==> config.mk <==
export PLATFORM = sky130hd
export DESIGN_NAME = conv_mac_seq_flat
export DESIGN_NICKNAME = d
export VERILOG_FILES = /design/src/rtl/conv_mac_if.sv /design/src/rtl/conv_mac_seq.sv /design/src/flat_wrapper.sv
export SDC_FILE = /design/constraint.sdc
export NUM_CORES = 1
export LEC_CHECK = 0
export ABC_AREA = 1
export CAP_MARGIN = 5
export CORE_MARGIN = 5
export CORE_UTILIZATION = 63
export CTS_CLUSTER_DIAMETER = 150
export DETAILED_ROUTE_END_ITERATION = 10
export PLACE_DENSITY = 0.95
export SETUP_SLACK_MARGIN = 0.1
export SYNTH_ARGS = -nofsm -noshare
export SYNTH_HDL_FRONTEND = slang
export SYNTH_SLANG_ARGS = --single-unit
==> constraint.sdc <==
create_clock -name clk -period 25.6 [get_ports clk]
set_input_delay 6.4 -clock clk [delete_from_list [all_inputs] [get_ports clk]]
set_output_delay 6.4 -clock clk [all_outputs]
set_load 0.05 [all_outputs]
==> src/rtl/conv_mac_if.sv <==
// Window/kernel request and result response bundle for the KxK convolution MAC.
interface conv_mac_if #(
    parameter int DATA_W = 8,
    parameter int KSIZE  = 3,
    parameter int ACC_W  = 20
);
    logic                            in_valid;
    logic                            in_ready;
    logic [KSIZE*KSIZE*DATA_W-1:0]   image_flat;
    logic [KSIZE*KSIZE*DATA_W-1:0]   kernel_flat;
    logic                            abort;
    logic                            out_valid;
    logic                            out_ready;
    logic [ACC_W-1:0]                result;
    logic                            busy;

    modport master (
        output in_valid, image_flat, kernel_flat, abort, out_ready,
        input  in_ready, out_valid, result, busy
    );

    modport slave (
        input  in_valid, image_flat, kernel_flat, abort, out_ready,
        output in_ready, out_valid, result, busy
    );
endinterface

==> src/rtl/conv_mac_seq.sv <==
// Time-multiplexed KxK convolution MAC: one window column (KSIZE products)
// per cycle, KSIZE cycles per window, result held until the consumer takes it.
module conv_mac_seq #(
    parameter int DATA_W = 8,
    parameter int KSIZE  = 3,
    parameter int ACC_W  = 20,
    parameter int SIGNED = 0,
    parameter int RELU   = 0
) (
    input  logic       clk,
    input  logic       rst_n,
    conv_mac_if.slave  bus
);
    localparam int N  = KSIZE * KSIZE;
    localparam int CW = $clog2(KSIZE);
    localparam int PW = 2 * DATA_W;

    // Accumulator must hold the full sum of N maximal products.
    if (ACC_W < PW + $clog2(N)) begin : g_acc_too_narrow
        $error("conv_mac_seq: ACC_W too small for DATA_W/KSIZE");
    end
    if (KSIZE < 2) begin : g_ksize_too_small
        $error("conv_mac_seq: KSIZE must be at least 2");
    end

    typedef enum logic [1:0] {IDLE, ACCUM, DONE} state_t;

    state_t                state_q, state_d;
    logic [N*DATA_W-1:0]   img_q, ker_q;
    logic [ACC_W-1:0]      acc_q, res_q;
    logic [CW-1:0]         col_q;
    logic [ACC_W-1:0]      col_sum, acc_nxt, res_nxt;
    logic                  last_col, accept;
    logic                  in_ready, out_valid, busy;

    // Unpacked views of the captured operands so the current column is a plain index.
    logic [DATA_W-1:0]     img_e [KSIZE][KSIZE];
    logic [DATA_W-1:0]     ker_e [KSIZE][KSIZE];
    logic [ACC_W-1:0]      prod_ext [KSIZE];

    for (genvar r = 0; r < KSIZE; r++) begin : g_r
        for (genvar c = 0; c < KSIZE; c++) begin : g_c
            assign img_e[r][c] = img_q[(r*KSIZE+c)*DATA_W +: DATA_W];
            assign ker_e[r][c] = ker_q[(r*KSIZE+c)*DATA_W +: DATA_W];
        end
    end

    // One multiplier per kernel row; operands extended to 2*DATA_W first so the
    // low 2*DATA_W bits of the product are exact for either signedness.
    for (genvar r = 0; r < KSIZE; r++) begin : g_row
        logic [DATA_W-1:0] a, b;
        logic [PW-1:0]     p;
        assign a = img_e[r][col_q];
        assign b = ker_e[r][col_q];
        if (SIGNED != 0) begin : g_s
            logic [PW-1:0] a_x, b_x;
            assign a_x = {{DATA_W{a[DATA_W-1]}}, a};
            assign b_x = {{DATA_W{b[DATA_W-1]}}, b};
            assign p   = a_x * b_x;
            assign prod_ext[r] = {{(ACC_W-PW){p[PW-1]}}, p};
        end else begin : g_u
            logic [PW-1:0] a_x, b_x;
            assign a_x = {{DATA_W{1'b0}}, a};
            assign b_x = {{DATA_W{1'b0}}, b};
            assign p   = a_x * b_x;
            assign prod_ext[r] = {{(ACC_W-PW){1'b0}}, p};
        end
    end

    // Column sum, running total and the (optionally rectified) final value.
    always_comb begin
        col_sum = '0;
        for (int r = 0; r < KSIZE; r++) col_sum = col_sum + prod_ext[r];
        acc_nxt = acc_q + col_sum;
        res_nxt = acc_nxt;
        if (SIGNED != 0 && RELU != 0 && acc_nxt[ACC_W-1]) res_nxt = '0;
    end

    assign last_col = (col_q == CW'(KSIZE-1));
    // abort beats a new offer while idle.
    assign accept   = (state_q == IDLE) && bus.in_valid && !bus.abort;

    // State register.
    always_ff @(posedge clk or negedge rst_n) begin
        if (!rst_n) state_q <= IDLE;
        else        state_q <= state_d;
    end

    // Next-state logic.
    always_comb begin
        state_d = state_q;
        case (state_q)
            IDLE:    if (accept) state_d = ACCUM;
            ACCUM:   if (bus.abort) state_d = IDLE;
                     else if (last_col) state_d = DONE;
            DONE:    if (bus.abort || bus.out_ready) state_d = IDLE;
            default: state_d = IDLE;
        endcase
    end

    // Handshake/status outputs decoded from state.
    always_comb begin
        in_ready  = 1'b0;
        out_valid = 1'b0;
        busy      = 1'b0;
        case (state_q)
            IDLE:    in_ready = 1'b1;
            ACCUM:   busy = 1'b1;
            DONE:    begin out_valid = 1'b1; busy = 1'b1; end
            default: in_ready = 1'b0;
        endcase
    end

    // Operand capture, column accumulation and result register.
    always_ff @(posedge clk or negedge rst_n) begin
        if (!rst_n) begin
            img_q <= '0;
            ker_q <= '0;
            acc_q <= '0;
            col_q <= '0;
            res_q <= '0;
        end else begin
            case (state_q)
                IDLE: if (accept) begin
                    img_q <= bus.image_flat;
                    ker_q <= bus.kernel_flat;
                    acc_q <= '0;
                    col_q <= '0;
                end
                ACCUM: if (bus.abort) begin
                    col_q <= '0;
                end else if (last_col) begin
                    acc_q <= acc_nxt;
                    res_q <= res_nxt;
                    col_q <= '0;
                end else begin
                    acc_q <= acc_nxt;
                    col_q <= col_q + CW'(1);
                end
                default: ;
            endcase
        end
    end

    assign bus.in_ready  = in_ready;
    assign bus.out_valid = out_valid;
    assign bus.busy      = busy;
    assign bus.result    = res_q;
endmodule

==> src/flat_wrapper.sv <==
// flat-port wrapper written by rule: the top's interface ports become plain ports
module conv_mac_seq_flat 
#(
    parameter int DATA_W = 8,
    parameter int KSIZE  = 3,
    parameter int ACC_W  = 20,
    parameter int SIGNED = 0,
    parameter int RELU   = 0
)
  (clk, rst_n, bus_in_valid, bus_image_flat, bus_kernel_flat, bus_abort, bus_out_ready, bus_in_ready, bus_out_valid, bus_result, bus_busy);
  conv_mac_if #(.DATA_W(DATA_W), .KSIZE(KSIZE), .ACC_W(ACC_W)) bus_i ();
  input  logic clk;
  input  logic rst_n;
  input wire logic [$bits(bus_i.in_valid)-1:0] bus_in_valid;
  input wire logic [$bits(bus_i.image_flat)-1:0] bus_image_flat;
  input wire logic [$bits(bus_i.kernel_flat)-1:0] bus_kernel_flat;
  input wire logic [$bits(bus_i.abort)-1:0] bus_abort;
  input wire logic [$bits(bus_i.out_ready)-1:0] bus_out_ready;
  output wire logic [$bits(bus_i.in_ready)-1:0] bus_in_ready;
  output wire logic [$bits(bus_i.out_valid)-1:0] bus_out_valid;
  output wire logic [$bits(bus_i.result)-1:0] bus_result;
  output wire logic [$bits(bus_i.busy)-1:0] bus_busy;
  assign bus_i.in_valid = bus_in_valid;
  assign bus_i.image_flat = bus_image_flat;
  assign bus_i.kernel_flat = bus_kernel_flat;
  assign bus_i.abort = bus_abort;
  assign bus_i.out_ready = bus_out_ready;
  assign bus_in_ready = bus_i.in_ready;
  assign bus_out_valid = bus_i.out_valid;
  assign bus_result = bus_i.result;
  assign bus_busy = bus_i.busy;
  conv_mac_seq #(.DATA_W(DATA_W), .KSIZE(KSIZE), .ACC_W(ACC_W), .SIGNED(SIGNED), .RELU(RELU)) u_core (.clk(clk), .rst_n(rst_n), .bus(bus_i));
endmodule
======== Word level (Yosys, flattened, before mapping) ========
Cells that the tools add are included.
word-level totals
  register bits ........................... 188
  input port bits ......................... 149
cells by class
  add/subtract/negate cells ............... 4
  multipliers ............................. 3
  order comparisons ....................... 1
  equality and inequality tests ........... 7
  multiplexer cells ....................... 33
  bitwise logic cells ..................... 2
  reduce and logical (&&, ||, !) cells .... 12
operator list
  operator               number
  $bmux W8 S2            6
  $mux W8                12
  $mul A8 B8 Y16         3
  $mux W20               2
  $pmux W20 S2           1
  $add A20 B16 Y20       1
  $add A20 B20 Y20       1
  $add A16 B16 Y17       1
  $mux W2                7
  $reduce_and A3 Y1      3
  $pmux W2 S3            1
  $eq A2 B2 Y1 const B   2
  $ne A2 B1 Y1 const B   2
  $pmux W2 S2            1
  $reduce_and A2 Y1      2
  $ge A3 B3 Y1 const B   1
  $mux W1                3
  $ne A3 B2 Y1 const B   1
  $not A2 Y3             1
  $add A2 B1 Y2 const B  1
  $eq A2 B1 Y1 const B   1
  $logic_and A1 B1 Y1    2
  $logic_not A2 Y1       1
  $ne A2 B2 Y1 const B   1
  5 further kinds        5

======== Depth between registers and ports, before layout ========
Gate-level depths: netlist of the first run.
  word-level depth ........................ 10
  depth in mapped cells ................... 45
  depth with buffers taken out ............ 43

======== Worst setup path after synthesis of the first run ========
Ideal clock, no wire load.
  path type ............................... register -> register
  from .................................... register u_core.col_q[0]
  to ...................................... register u_core.acc_q[10]
  arrival time ............................ 8.637 ns
  path slack .............................. 16.836 ns
  stages on the path, launching flop included .. 37
  path buffers ............................ 2
  period minus slack after synthesis ...... 8.764 ns
  cell sequence ........................... dfrtp_1 -> inv_2 -> nor2_4 -> buf_6 -> buf_12 -> a22oi_2 -> nand2_4 -> nand2_1 -> fa_1 -> fa_1 -> inv_1 -> fa_1 -> inv_1 -> fa_1 -> fa_1 -> fa_1 -> inv_1 -> ha_1 -> a21oi_1 -> nand2_1 -> xnor2_1 -> fa_1 -> fa_1 -> fa_1 -> inv_1 -> fa_1 -> inv_1 -> fa_1 -> inv_1 -> ha_1 -> nand2_1 -> inv_1 -> a21oi_1 -> nand3_1 -> or2_2 -> nand3_1 -> o21ai_0
between the ends
  cells in the longest elaborated chain, start to end .. 10
RTL lines
  what                                            RTL line                                source
  start: declaration                              conv_mac_seq.sv:31                      logic [CW-1:0] col_q;
  start signal: assignment                        conv_mac_seq.sv:138                     col_q <= col_q + CW'(1);
  $not A2 Y3 (not written as such) *              conv_mac_seq.sv:53, conv_mac_seq.sv:54
  $bmux W8 S2, on equally long branches           conv_mac_seq.sv:53, conv_mac_seq.sv:54
  $mux W8, on equally long branches (2 in a row)  conv_mac_seq.sv:53, conv_mac_seq.sv:54
  $mul A8 B8 Y16                                  conv_mac_seq.sv:65                      assign p = a_x * b_x;
  $add A16 B16 Y17                                conv_mac_seq.sv:73                      for (int r = 0; r < KSIZE; r++) col_sum = col_sum + prod_ext[r];
  $add A20 B16 Y20 *                              conv_mac_seq.sv:73
  $add A20 B20 Y20 *                              conv_mac_seq.sv:74                      acc_nxt = acc_q + col_sum;
  $mux W20 *                                      conv_mac_seq.sv:130                     ACCUM: if (bus.abort) begin
  $pmux W20 S2 *                                  conv_mac_seq.sv:123                     case (state_q)
  end signal: assignment                          conv_mac_seq.sv:133                     acc_q <= acc_nxt;
  end signal: assignment                          conv_mac_seq.sv:137                     acc_q <= acc_nxt;
  end: declaration                                conv_mac_seq.sv:30                      logic [ACC_W-1:0] acc_q, res_q;
Every way passes the cells marked *; elsewhere a longest branch is shown, timed or not. The select of a mux whose other input is x is not followed.
A chain may end at the register's enable or synchronous reset.

======== Final worst setup path of the first run ========
Ends and elaborated chain as after synthesis.

==> results of run 1 <==
layout make-up:
cell class	count	area, um^2
clock buffer	18	439.2
timing repair buffer	177	1758
clock inverter	14	182.7
fill	1566	6500
inverter	420	1577
multi-input combinational	1097	9535
tap	330	412.9
sequential	188	4705
worst min-delay path: stages (launching register included):
cell and delay (ns):
dfrtp_1 0.35, nand2_1 0.05, nand2_1 0.05
metrics by stage:
stage          utilization (%)  cells  setup slack (ns)
2_1_floorplan                -   1741             16.84
3_3_place_gp             71.64   2212             15.96
3_5_place_dp             71.64   2212             15.73
4_1_cts                  74.11   2244             15.57
5_1_grt                  74.11   2244             15.01
6_report                 74.11   2244             15.45
placed cells by master, fill, tap and decap left out, types with 28 or more instances in the layout:
master and n:
clkdlybuf4s50_1 170, mux2_2 144, nand3_1 47, inv_1 416, a21oi_1 28, nand2_1 431, a22oi_1 37, ha_1 116
o21ai_0 33, fa_1 161, dfrtp_1 188
state kept, by name, summed over array words and instances (netlist names):
signal,flops
u_core.acc_q,20
u_core.state_q,2
u_core.ker_q,72
u_core.bus.result,20
u_core.img_q,72
u_core.col_q,2
cell families after synthesis:
logic type,synth area share [%]
AOI/OAI and AO/OA,5.230
xor gates and xnor gates,0.9276
adders and majority gates,29.12
buffers and inverters,11.40
DFF,29.31
muxes,10.10
and+or+nand+nor,13.91
worst max-delay path by stage:
stage / endpoint / slack [ns] / cells past startpoint
final: u_core.acc_q[10] / 15.45 / 35
after global routing: u_core.bus.result[12] / 15.01 / 36
after CTS: u_core.acc_q[10] / 15.57 / 35
after detailed placement: u_core.acc_q[10] / 15.73 / 35
after global placement: u_core.bus.result[12] / 15.96 / 36
after floorplan: u_core.acc_q[10] / 16.84 / 36
routing by layer:
metal  vias to the layer above  wire length, um  part of all wire (%)  GRT usage (%)
met5                         -                0                     0              0
met4                         0             1314                   3.2          9.905
met3                        87             3596                   8.6          6.359
met2                       592            20070                    48          48.13
met1                      6172            16640                    40          40.61
li1                       5626                -                     -              -
==> impl_metrics.env, run 1 <==
export IMPL_clkSinkCount=188
export IMPL_routed_wirelength_mm=41.63
export IMPL_worst_r2r_setup_slack_ns=15.45
export IMPL_max_slew_margin_pct=33.42
export IMPL_hold_start="u_core.bus.result[12]"
export IMPL_cpMostUsedCell="fa_1"
export IMPL_worst_pin_slew_ns=0.9987
export IMPL_start_util_pct=63.93
export IMPL_r2r_end="u_core.acc_q[10]"
export IMPL_critPathSlowestCell="buf_4"
export IMPL_whs_path_depth=2
export IMPL_antenna_found_initial=0
export IMPL_design_area_mm2=0.01861
export IMPL_synth_common_cells="nand2_1, inv_1, dfrtp_1"
export IMPL_worstSetupEndpointType="register"
export IMPL_synthDistinctLibCells=37
export IMPL_final_setup_skew_ns=0.01975
export IMPL_tns_ns=0
export IMPL_grt_setup_unrepaired="false"
export IMPL_startpoint="u_core.col_q[0]"
export IMPL_ys_warn_count=0
export IMPL_yosys_area_top_type="dfrtp_1"
export IMPL_grt_max_degree=111
export IMPL_ys_seq_elements=188
export IMPL_status="finished, final reports clean"
export IMPL_core_mm2=0.02511
export IMPL_holdCritPathClass="reg -> reg"
export IMPL_avgSynthCellArea_um2=9.220
export IMPL_ys_seq_area_share_pct=29.31
export IMPL_r2r_cells=35
export IMPL_ctsHoldBuffers=0
export IMPL_die_h_um=169.6
export IMPL_clk_path_buf_depth=2
export IMPL_netlist_instances=1741
export IMPL_drt_first_iter_violations=1162
export IMPL_drive_above_1_share_pct=11.70
export IMPL_worstHoldEndpoint="u_core.bus.result[12]"
export IMPL_cap_violations=0
export IMPL_die_width_um=169.6
export IMPL_grt_overflow_total=0
export IMPL_via_count=12480
export IMPL_cts_buffers=17
export IMPL_ant_nets=0
export IMPL_synth_most_common_cell="nand2_1"
export IMPL_critPathLaunchType="register"
export IMPL_critical_path_max_stage_delay_ns=0.59
export IMPL_fmax_mhz=98.48
export IMPL_cts_setup_buffers=0
export IMPL_place_congestion=0.9495
export IMPL_rows=58
export IMPL_fin_crit_sh_pct=39.67
export IMPL_clk_pin_slew_ns=0.09
export IMPL_dp_hpwl_mm=31.79
export IMPL_root_buffer="clkbuf_16"
export IMPL_die_area_mm2=0.02877
export IMPL_worst_skew_pair_late_latency_ns=0.46
export IMPL_cts_tree="done"
export IMPL_wl_per_cell_um=18.55
export IMPL_fin_hold_ws_ns=0.4822
export IMPL_r2r_start="u_core.col_q[0]"
export IMPL_ys_async_sr_fraction_pct=100.0
export IMPL_syn_area_mm2=0.01605
export IMPL_first_pass_iters=5
export IMPL_critPathArrivalTime_ns=10.48
export IMPL_diodes=0
export IMPL_cts_max_level=4
export IMPL_boundaryPins=172
export IMPL_maxSlewViolCount=0
export IMPL_drcViolationCount=0
export IMPL_avgViaCountPerCell=5.560
export IMPL_ys_flop_type="dfrtp_1"
export IMPL_grt_pass1_wl_mm=68.12
export IMPL_syn_to_final_growth_pct=15.93
export IMPL_worst_path_max_fanout=48
export IMPL_synth_edf_count=0
export IMPL_port_buffers=171
export IMPL_final_nets=2327
export IMPL_setup_violations=0
export IMPL_grt_usage_pct=29.81
export IMPL_criticalPathCategory="reg -> reg"
export IMPL_report_final_hold_viol_count=0
export IMPL_critPathRequiredTime_ns=25.93
export IMPL_path_delay_family="adder cells"
export IMPL_place_area_mm2=0.01799
export IMPL_period_needed_ns=10.15
export IMPL_synth_nets=2167
export IMPL_cts_resized=0
export IMPL_synthTopCellsByArea="dfrtp_1, fa_1, mux2_2"
export IMPL_critPathBufInv=8
export IMPL_post_synth_top_area_fraction_pct=29.31
export IMPL_grt_pass1_vias=13280
Power of run 1 is not shown: default switching activity piles up to over one toggle a cycle in this logic, so the estimate is an artifact.
==> run 2: changes to the inputs <==
--- a/config.mk
+++ b/config.mk
@@ -8,10 +8,10 @@
 export ABC_AREA = 1
 export CAP_MARGIN = 5
 export CORE_MARGIN = 5
-export CORE_UTILIZATION = 63
+export CORE_UTILIZATION = 53
 export CTS_CLUSTER_DIAMETER = 150
 export DETAILED_ROUTE_END_ITERATION = 10
-export PLACE_DENSITY = 0.95
+export PLACE_DENSITY = 0.86
 export SETUP_SLACK_MARGIN = 0.1
 export SYNTH_ARGS = -nofsm -noshare
 export SYNTH_HDL_FRONTEND = slang
==> constraint.sdc (replaced) <==
create_clock -name clk -period 8.17 [get_ports clk]
set_input_delay 2.0425 -clock clk [delete_from_list [all_inputs] [get_ports clk]]
set_output_delay 2.0425 -clock clk [all_outputs]
set_load 0.05 [all_outputs]
==> run 2 against run 1 <==
Effect of this change:
- first-iteration DRC count grew 4.6%
- via count grew 8.4%
- the run now ends with setup timing left
- wire length grew 15%
- sequential share of layout area shrank 2.6 points
- design area grew 12%
- hold slack lost 0.0053 ns
- clock-buffer cell count is the same
- core utilization shrank 4.4 points
- global-route usage shrank 2.7 points
- register-to-register slack lost 16 ns
==> impl_metrics.env, run 2 (synthesis gave the netlist of run 1 again) <==
export IMPL_status="finished with violations"
export IMPL_violations="setup timing"
export IMPL_criticalPathCategory="reg -> reg"
export IMPL_hold_start="u_core.bus.result[18]"
export IMPL_start_util_pct=53.87
export IMPL_die_area_mm2=0.03387
export IMPL_cts_buffers=17
export IMPL_critPathSlowestCell="fa_1"
export IMPL_n_fill_cell=1944
export IMPL_critical_path_max_stage_delay_ns=0.54
export IMPL_cap_violations=0
export IMPL_drt_first_iter_violations=1216
export IMPL_critPathLaunchType="register"
export IMPL_worstSetupEndpointType="register"
export IMPL_worst_skew_pair_late_latency_ns=0.46
export IMPL_maxSlewViolCount=0
export IMPL_worst_path_max_fanout=6
export IMPL_grt_max_degree=84
export IMPL_clk_path_buf_depth=2
export IMPL_grt_overflow_total=0
export IMPL_whs_path_depth=2
export IMPL_worst_r2r_setup_slack_ns=-1.02
export IMPL_critPathRequiredTime_ns=8.53
export IMPL_place_congestion=0.9723
export IMPL_rows=63
export IMPL_syn_to_final_growth_pct=29.32
export IMPL_grt_usage_pct=27.07
export IMPL_worst_pin_slew_ns=1.051
export IMPL_holdCritPathClass="reg -> reg"
export IMPL_r2r_start="u_core.col_q[0]"
export IMPL_period_needed_ns=9.193
export IMPL_critPathArrivalTime_ns=9.55
export IMPL_setup_violations=30
export IMPL_boundaryPins=172
export IMPL_layout_common_cells="inv_1, nand2_1, dfrtp_1, clkdlybuf4s50_1, fa_1"
export IMPL_via_count=13530
export IMPL_reg_top3="u_core.img_q x72, u_core.ker_q x72"
export IMPL_worstHoldEndpoint="u_core.bus.result[18]"
export IMPL_tns_ns=-25.72
export IMPL_max_slew_margin_pct=29.91
export IMPL_port_buffers=171
export IMPL_die_h_um=184.0
export IMPL_root_buffer="clkbuf_16"
export IMPL_clkSinkCount=188
export IMPL_cts_tree="done"
export IMPL_dp_hpwl_mm=33.12
export IMPL_die_width_um=184.0
export IMPL_layout_setup_ws_ns=-1.023
export IMPL_avgViaCountPerCell=5.537
export IMPL_r2r_cells=37
export IMPL_final_setup_skew_ns=0.01888
export IMPL_drive_above_1_share_pct=25.62
export IMPL_drcViolationCount=0
export IMPL_first_pass_iters=5
export IMPL_diodes=0
export IMPL_grt_setup_unrepaired="true"
export IMPL_final_nets=2466
export IMPL_r2r_end="u_core.acc_q[9]"
export IMPL_routed_wirelength_mm=48.08
export IMPL_antenna_found_initial=0
export IMPL_report_final_hold_viol_count=0
export IMPL_final_common_cell="inv_1"
export IMPL_ctsHoldBuffers=0
export IMPL_core_mm2=0.02980
export IMPL_cts_max_level=4
export IMPL_clk_pin_slew_ns=0.08
export IMPL_grt_pass1_vias=13900
export IMPL_fin_crit_sh_pct=112.5
export IMPL_ant_nets=0
export IMPL_grt_pass1_wl_mm=72.43
export IMPL_fmax_mhz=108.8
export IMPL_cpMostUsedCell="fa_1"
export IMPL_wl_per_cell_um=19.68
==> run 2: cell types whose count changed in the layout (fill, tap and decap cells not counted), sizes merged <==
cell,change
inv,-1
clkinvlp,+1
clkinv,-1
bufinv,+1
buf,+138
clkbuf,+1
==> run 2: what timing repair did <==
| item | in CTS | in global routing |
|---|---|---|
| buffers inserted | 24 | 9 |
| cloned | 3 | 1 |
| endpoints found under the setup margin | 31 | 32 |
| pin swaps | 42 | 44 |
| resized for setup | 106 | 69 |
==> run 2: layer usage <==
metal	track usage [%]	vias to the layer above	routed length, um
met5	0	-	0
met4	9.938	0	2152
met3	5.184	165	4021
met2	44.86	752	23600
met1	35.67	6701	18310
li1	-	5909	-
==> run 2: layout make-up <==
class                   instances  area (um^2)  area share [%]
clock buffers                  18        439.2           2.116
multi-input cells            1097        10350           49.85
flip-flops and latches        188         4706           22.67
repair buffers                316         3030           14.60
well taps                     390        488.0           2.351
inverters                     420         1577           7.594
clock inverters                14        170.2          0.8197
==> run 2: critical path: cells and delay by family, from the launching register on <==
kind | cells | cell delay [ns]
flip-flops | 1 | 0.39
adder cells (fa/ha/maj) | 13 | 6.05
AO/OA/AOI/OAI | 2 | 0.34
XOR/XNOR | 2 | 0.27
buffers and inverters | 12 | 1.03
AND/OR/NAND/NOR | 8 | 0.97
==> run 2: how the worst max path moves through the flow <==
| stage | slack [ns] | start | to |
|---|---|---|---|
| 2_1_floorplan | -0.16 | u_core.col_q[0] | u_core.acc_q[10] |
| 3_3_place_gp | -0.64 | u_core.col_q[0] | u_core.acc_q[11] |
| 4_1_cts | -0.66 | u_core.col_q[0] | u_core.acc_q[10] |
| 6_report | -1.02 | u_core.col_q[0] | u_core.acc_q[9] |
| 3_5_place_dp | -0.82 | u_core.col_q[0] | u_core.acc_q[11] |
| 5_1_grt | -1.26 | u_core.col_q[0] | u_core.acc_q[9] |
==> run 2: metrics by stage <==
step	instances	hold WS (ns)	instance area [um^2]	util, %	worst slack, ns
after global routing	2443	0.5097	20760	69.67	-1.257
after detailed placement	2374	0.4672	19100	64.11	-0.8182
after global placement	2374	0.4620	19100	64.11	-0.6351
after CTS	2433	0.4801	20390	68.43	-0.6613
final	2443	0.4769	20760	69.67	-1.023
after floorplan	1741	0.4491	16260	-	-0.1614
Power of run 2 is left out for the same reason.
